**config.mk**
```make
export PLATFORM = sky130hd
export DESIGN_NAME = imem_word_arbiter
export DESIGN_NICKNAME = d
export VERILOG_FILES = /design/src/rtl/imem_word_arbiter.sv
export SDC_FILE = /design/constraint.sdc
export NUM_CORES = 1
export LEC_CHECK = 0
export BUFFER_PORTS_ARGS = -buffer_cell sky130_fd_sc_hd__buf_2
export CAP_MARGIN = 20
export CORE_AREA = 5 5 109 111
export CTS_CLUSTER_DIAMETER = 150
export DETAILED_ROUTE_END_ITERATION = 10
export DIE_AREA = 0 0 114 116
export GPL_ROUTABILITY_DRIVEN = 0
export GPL_TIMING_DRIVEN = 0
export PLACE_DENSITY = 0.89
export SLEW_MARGIN = 20
export SYNTH_ARGS = -nofsm -noshare
export SYNTH_HDL_FRONTEND = slang
export SYNTH_SLANG_ARGS = --single-unit
```
**constraint.sdc**
```tcl
create_clock -name clk -period 2.33 [get_ports clk]
set_input_delay 0.3495 -clock clk [delete_from_list [all_inputs] [get_ports clk]]
set_output_delay 0.3495 -clock clk [all_outputs]
set_load 0.03 [all_outputs]
```
**src/rtl/imem_word_arbiter.sv**
```systemverilog
// Arbitrates fetch and loader word accesses onto a byte-wide memory, four big-endian beats per word.
// Define FETCH_PRIORITY_EN to give fetch fixed priority instead of round-robin arbitration.
module imem_word_arbiter #(
  parameter int ADR_W = 16
) (
  input  logic             clk,
  input  logic             rst_n,
  input  logic             f_req,
  input  logic [31:0]      f_adr,
  output logic [31:0]      f_data,
  output logic             f_done,
  input  logic             l_req,
  input  logic             l_we,
  input  logic [31:0]      l_adr,
  input  logic [31:0]      l_wdata,
  output logic [31:0]      l_rdata,
  output logic             l_done,
  output logic [ADR_W-1:0] m_adr,
  output logic             m_we,
  output logic [7:0]       m_wdata,
  input  logic [7:0]       m_rdata,
  output logic             busy
);

  typedef enum logic [1:0] {IDLE, XFER, DONE} state_t;

  state_t           state_q, state_d;
  logic [ADR_W-3:0] word_q;
  logic [1:0]       beat_q;
  logic [4:0]       lane;
  logic             grant_load_q, grant_load_d;
  logic             we_q;
  logic [31:0]      wdata_q;
  logic             start;
  logic             unused_adr_bits;

  // Only the in-memory word index of each address is meaningful.
  assign unused_adr_bits = ^{f_adr[31:ADR_W], f_adr[1:0], l_adr[31:ADR_W], l_adr[1:0]};
  assign start           = f_req | l_req;

`ifdef FETCH_PRIORITY_EN
  assign grant_load_d = ~f_req;
`else
  logic last_load_q;

  // Loader wins a tie only when fetch was the last port granted.
  assign grant_load_d = l_req & (~f_req | ~last_load_q);

  always_ff @(posedge clk) begin
    if (!rst_n)                       last_load_q <= 1'b1;
    else if (state_q == IDLE && start) last_load_q <= grant_load_d;
  end
`endif

  // NOTE: every always_comb output gets a default first so no latch is inferred.
  always_comb begin
    state_d = state_q;
    case (state_q)
      IDLE:    if (start) state_d = XFER;
      XFER:    if (beat_q == 2'd3) state_d = DONE;
      DONE:    state_d = IDLE;
      default: state_d = IDLE;
    endcase
  end

  // Beat b carries word bits [31-8b -: 8]; for a 2-bit b that offset is {~b, 3'b000}.
  assign lane = {~beat_q, 3'b000};

  // NOTE: sequential state uses non-blocking assignments only, so all registers update together.
  always_ff @(posedge clk) begin
    if (!rst_n) begin
      state_q      <= IDLE;
      beat_q       <= 2'd0;
      word_q       <= '0;
      grant_load_q <= 1'b0;
      we_q         <= 1'b0;
      wdata_q      <= 32'h0;
      f_data       <= 32'h0;
      l_rdata      <= 32'h0;
    end else begin
      state_q <= state_d;
      if (state_q == IDLE && start) begin
        grant_load_q <= grant_load_d;
        word_q       <= grant_load_d ? l_adr[ADR_W-1:2] : f_adr[ADR_W-1:2];
        we_q         <= grant_load_d & l_we;
        wdata_q      <= l_wdata;
        beat_q       <= 2'd0;
      end
      if (state_q == XFER) begin
        beat_q <= beat_q + 2'd1;
        if (!we_q) begin
          if (grant_load_q) l_rdata[lane +: 8] <= m_rdata;
          else              f_data[lane +: 8]  <= m_rdata;
        end
      end
    end
  end

  assign busy    = (state_q != IDLE);
  assign f_done  = (state_q == DONE) & ~grant_load_q;
  assign l_done  = (state_q == DONE) &  grant_load_q;
  assign m_adr   = (state_q == XFER) ? {word_q, beat_q} : '0;
  // NOTE: the write strobe is gated by rst_n so a reset cycle never commits the beat in flight.
  assign m_we    = rst_n & (state_q == XFER) & we_q;
  assign m_wdata = (state_q == XFER && we_q) ? wdata_q[lane +: 8] : 8'h00;

endmodule
```
; After elaboration in Yosys (flattened, before gate mapping)
; Index checks and enable logic that the tools add are counted.
[classes]
shift = 3
n_addsub = 2
bitwise = 13
mux = 10
reduce_logical = 8
eq_ne = 5
[op_table]
columns = operator, count
row1 = bitwise mux 32 bit, 2
row2 = "variable shift 8 x 7 -> 32 bit, first input constant", 1
row3 = variable part select 32 x 6 -> 8 bit, 1
row4 = variable part select 8 x 7 -> 32 bit, 1
row5 = 2-to-1 mux 16 bit, 1
row6 = 2-to-1 mux 14 bit, 1
row7 = 2-to-1 mux 2 bit, 4
row8 = 2-to-1 mux 8 bit, 1
row9 = negation 5 -> 7 bit, 1
row10 = bitwise AND 1 bit, 6
row11 = AND reduction 3 bit, 2
row12 = "== test 2 bit, second input constant", 2
row13 = "!= test 2 bit, second input constant", 2
row14 = NOT 1 bit, 4
row15 = case mux 2 bit (2 select lines), 1
row16 = nonzero test 2 bit, 2
row17 = "adder 2 x 1 -> 2 bit, second input constant", 1
row18 = "== test 2 x 1 -> 1 bit, second input constant", 1
row19 = logical AND 1 bit, 2
row20 = logical NOT 2 bit, 1
row21 = NOT 2 bit, 1
row22 = OR 1 bit, 2
row23 = AND reduction 2 bit, 1
[word_totals]
out_inout_bits = 92
ff_bits = 117

; Depth between registers and ports, before layout
[logic_depth]
word_depth = 4
ltp_mapped = 8
mapped_depth_nobuf = 5

; Least setup slack after synthesis
; No wires, ideal clock.
[synth_path]
path_kind = reg-to-reg
from = reg beat_q[0]
to = reg l_rdata[0]
n_path_buf = 3
path_stages_with_launch = 9
path_slack_ns = 0.435
t_arrival_ns = 1.823
t_required_ns = 2.258
synth_period_minus_slack_ns = 1.895
path_cell_list = dfxtp_1 -> buf_6 -> buf_6 -> inv_1 -> ha_1 -> and4b_1 -> clkbuf_1 -> nand2_1 -> mux2i_1
[synth_between]
elab_chain_len = 4
[synth_lines]
columns = item, line_no
row1 = "start, declared", 29  ; logic [1:0] beat_q;
row2 = "start signal, assigned", 90  ; beat_q <= beat_q + 2'd1;
row3 = NOT 2 bit *, 67  ; assign lane = {~beat_q, 3'b000};
row4 = negation 5 -> 7 bit *, 92  ; if (grant_load_q) l_rdata[lane +: 8] <= m_rdata;
row5 = variable part select 8 x 7 -> 32 bit / variable shift 8 x 7 -> 32 bit (equally long branches), 92
row6 = bitwise mux 32 bit *, 92
row7 = "end signal, assigned by index", 92
row8 = "end, declared", 16  ; output logic [31:0] l_rdata,
; Mark *: on every way between the ends. The rest lies on a longest branch, timed or not.
; A chain may end at the register's enable or synchronous reset.

; Final worst setup path
[layout_path]
from = reg beat_q[0]
to = out m_wdata[3]
[layout_between]
elab_chain_len = 3
[layout_lines]
columns = item, line_no
row1 = NOT 2 bit, 67
row2 = variable part select 32 x 6 -> 8 bit, 105  ; assign m_wdata = (state_q == XFER && we_q) ? wdata_q[lane +: 8] : 8'h00;
row3 = 2-to-1 mux 8 bit, 105
row4 = "end, declared", 20  ; output logic [7:0] m_wdata,
; No other way between the ends.

==> results.json <==
{
  "min_period_over_period": 1.00,
  "hold_path.class": "in2reg",
  "fin_skew_ps": 10.3,
  "path_max_fanout": 6,
  "fp-row-count": 38,
  "die_area_sq_um": 13200,
  "final_nets": 866,
  "violations": "negative setup slack",
  "ys.warnings.count": 0,
  "synthTopCellsByArea": "dfxtp_1, mux2i_1, nand2_1",
  "slew_headroom": 0.608,
  "leakage_nw": 3.15,
  "drv_slew": 0,
  "ir_worst_vdd_v": 0.000380,
  "status": "finished with violations",
  "core_sq_um": 10700,
  "die_x_um": 114,
  "synth.lib_cells_used.distinct": 36,
  "end_kind": "output port",
  "port_buffers": 163,
  "crit_chain": "buf_6 > buf_6 > mux4_2 > and3_4 > buf_4",
  "antennaDiodeCount": 0,
  "worst_slack_ps": -10.6,
  "pin_count": 201,
  "area_growth_syn_to_layout_pct": 34.7,
  "groute.usage.overall": 0.235,
  "cts_root_buf": "clkbuf_8",
  "drtIter0Drc": 508,
  "yosys.area.top_type_share": 0.456,
  "crit_buf_inv": 3,
  "crit_type": "reg2out",
  "hold_buffers": 0,
  "grt_max_degree": 17,
  "hpwl_mm": 11.3,
  "num-fill-cells": 882,
  "clkSlewWorstSetupHoldPaths_ps": 60,
  "cp_data_required_time_ps": 1980,
  "vias": 4967,
  "fmax_mhz": 427,
  "crit_path_start_kind": "flip-flop",
  "power_density_nw_per_um2": 824,
  "post-route-drc-count": 0,
  "grt_pass1_wl_mm": 24.5,
  "cts_buffers": 17,
  "fin_crit_ps": 2340,
  "finalHoldViolCount": 0,
  "overflow": 0,
  "first_pass_iters": 5,
  "max-clock-path-buffers": 2,
  "synth_area_leader_cell": "dfxtp_1",
  "ys_seq_area_frac": 0.456,
  "start_util": 0.480,
  "cp_top_family": "multiplexers",
  "post_drt_wl_per_cell_um": 17.5,
  "viasPerCell": 5.49,
  "finalSetupViolCount": 1,
  "maxCapViolations": 0,
  "crit_arrival_ps": 1990,
  "slowest_delay_ps": 520,
  "crit_top_cell": "buf_6",
  "clock-sinks": 117,
  "antenna_found_initial": 0,
  "worstMarginPinSlew_ps": 588,
  "power.total_mw": 5.69,
  "syn-instance-count": 564,
  "clk_latency_ps": 510,
  "htreeDepth": 4,
  "synthesis.area_sq_um": 5130,
  "cts_tree": "done",
  "syn_area_per_cell_sq_um": 9.10,
  "fin_util": 0.646,
  "cp_slowest_cell": "mux4_2",
  "grt_pass1_vias": 4831,
  "synth-seq-cells": 117,
  "syn_nets": 678,
  "totalWireLength_mm": 15.9,
  "postRouteAntennaNets": 0,
  "drive_above_1_share": 0.333,
  "die_y_um": 116
}
[flip-flops by register name (all words and copies together), names as in the netlist]
register / flops
f_data: 32
l_rdata: 32
state_q: 2
we_q: 1
last_load_q: 1
wdata_q: 32
word_q: 14
grant_load_q: 1
beat_q: 2
[per-stage QoR]
step / setup slack (ps) / std cells / setup TNS, ps / instance area, sq um / hold WS, ps
floorplan: 435 / 564 / 0 / 5130 / 451
global placement: 113 / 867 / 0 / 6120 / 439
detailed placement: 64.3 / 867 / 0 / 6120 / 448
CTS: 9.61 / 906 / 0 / 6850 / 67.7
global route: -42.7 / 905 / -43.1 / 6910 / 72.9
finish: -10.6 / 905 / -10.6 / 6910 / 79.1
[layer usage]
layer  track usage  up-vias  share of wire
met2         0.405      244           0.49
met1         0.286     2340           0.40
li1              -     2358              -
met3        0.0564       25          0.089
met4        0.0895        0          0.020
met5             0        -              0
[final cells by class]
cell class	instances	area, sq um	area share
Timing Repair Buffer	170	900	0.130
Buffer	48	260	0.0377
Clock inverter	13	218	0.0315
Multi-Input combinational cell	394	2560	0.371
Tap cell	140	175	0.0253
Clock buffer	19	432	0.0625
Inverter	4	15.0	0.00217
Sequential cell	117	2350	0.340
[final timing paths]
kind / from / endpoint / slack (ps) / depth (start not counted)
min: l_wdata[14] / wdata_q[14] / 80 / 3
min reg2reg: f_data[16] / f_data[16] / 460 / 2
max reg2reg: beat_q[0] / l_rdata[14] / 230 / 8
max: beat_q[0] / m_wdata[3] / -10 / 5
[tightest hold or removal path, stage by stage]
cell     delay (ps)
buf_2            90
nand3_1          50
a21oi_1          50
[layout by cell type (no fill, tap or decap), types with 2 or more instances in the layout]
master      synthesis  final
a21oi_1            51     51
a311oi_1           14     14
and2_1             14     14
and3_1             16     11
and3_4              0      5
and4bb_2            2      2
buf_1               2      2
buf_2              15    172
buf_4               5     11
buf_6               2      7
bufinv_16           0      5
clkbuf_1           25     23
clkbuf_16           0     16
clkbuf_8            0      2
clkinv_4            0      2
clkinvlp_4          0      2
dfxtp_1           117    115
ha_1                5      5
inv_1               4      4
inv_6               0      4
mux2i_1            64     64
mux4_2              8      8
nand2_1           109    109
nand3_1            51     51
nand3_2             3      3
nor2_1              4      4
nor2_2              2      2
o211ai_1            2      2
o21ai_0            35     35
[Yosys cell counts (all sizes together)]
library cell    n
o21a            1
dfxtp         117
nor4b           2
nand2b          1
nand3          54
nor2            7
a21boi          1
and3           16
and2b           1
and2           14
mux2i          64
mux4            8
o21ai          35
nand2         109
nor2b           1
buf            24
o211ai          2
ha              5
or2             1
nor3b           1
a21bo           1
a311oi         14
nor4            1
and3b           1
a21oi          51
clkbuf         25
and4b           1
inv             4
and4bb          2
[where the power goes]
part / switching (mW) / internal, mW
clock: 0.996 / 1.89
combinational: 0.406 / 0.262
sequential: 0.0489 / 2.09
[kinds of logic (layout without fill, tap and decap cells)]
group           count (synthesis)  count (layout)  share of synthesized area
mux                            72              72                      0.160
buf+inv                        53             254                     0.0490
compound gates                105             105                      0.116
flops                         117             117                      0.456
simple gates                  212             212                      0.206
fa+ha+maj                       5               5                     0.0122
[timing repair]
item,4_1_cts,5_1_grt
setup endpoints to repair,17,32
cloned,0,0
resized for setup,8,26
buffers inserted,7,0
pin swaps,0,0
Note: power is estimated with default switching activity, not from simulation.
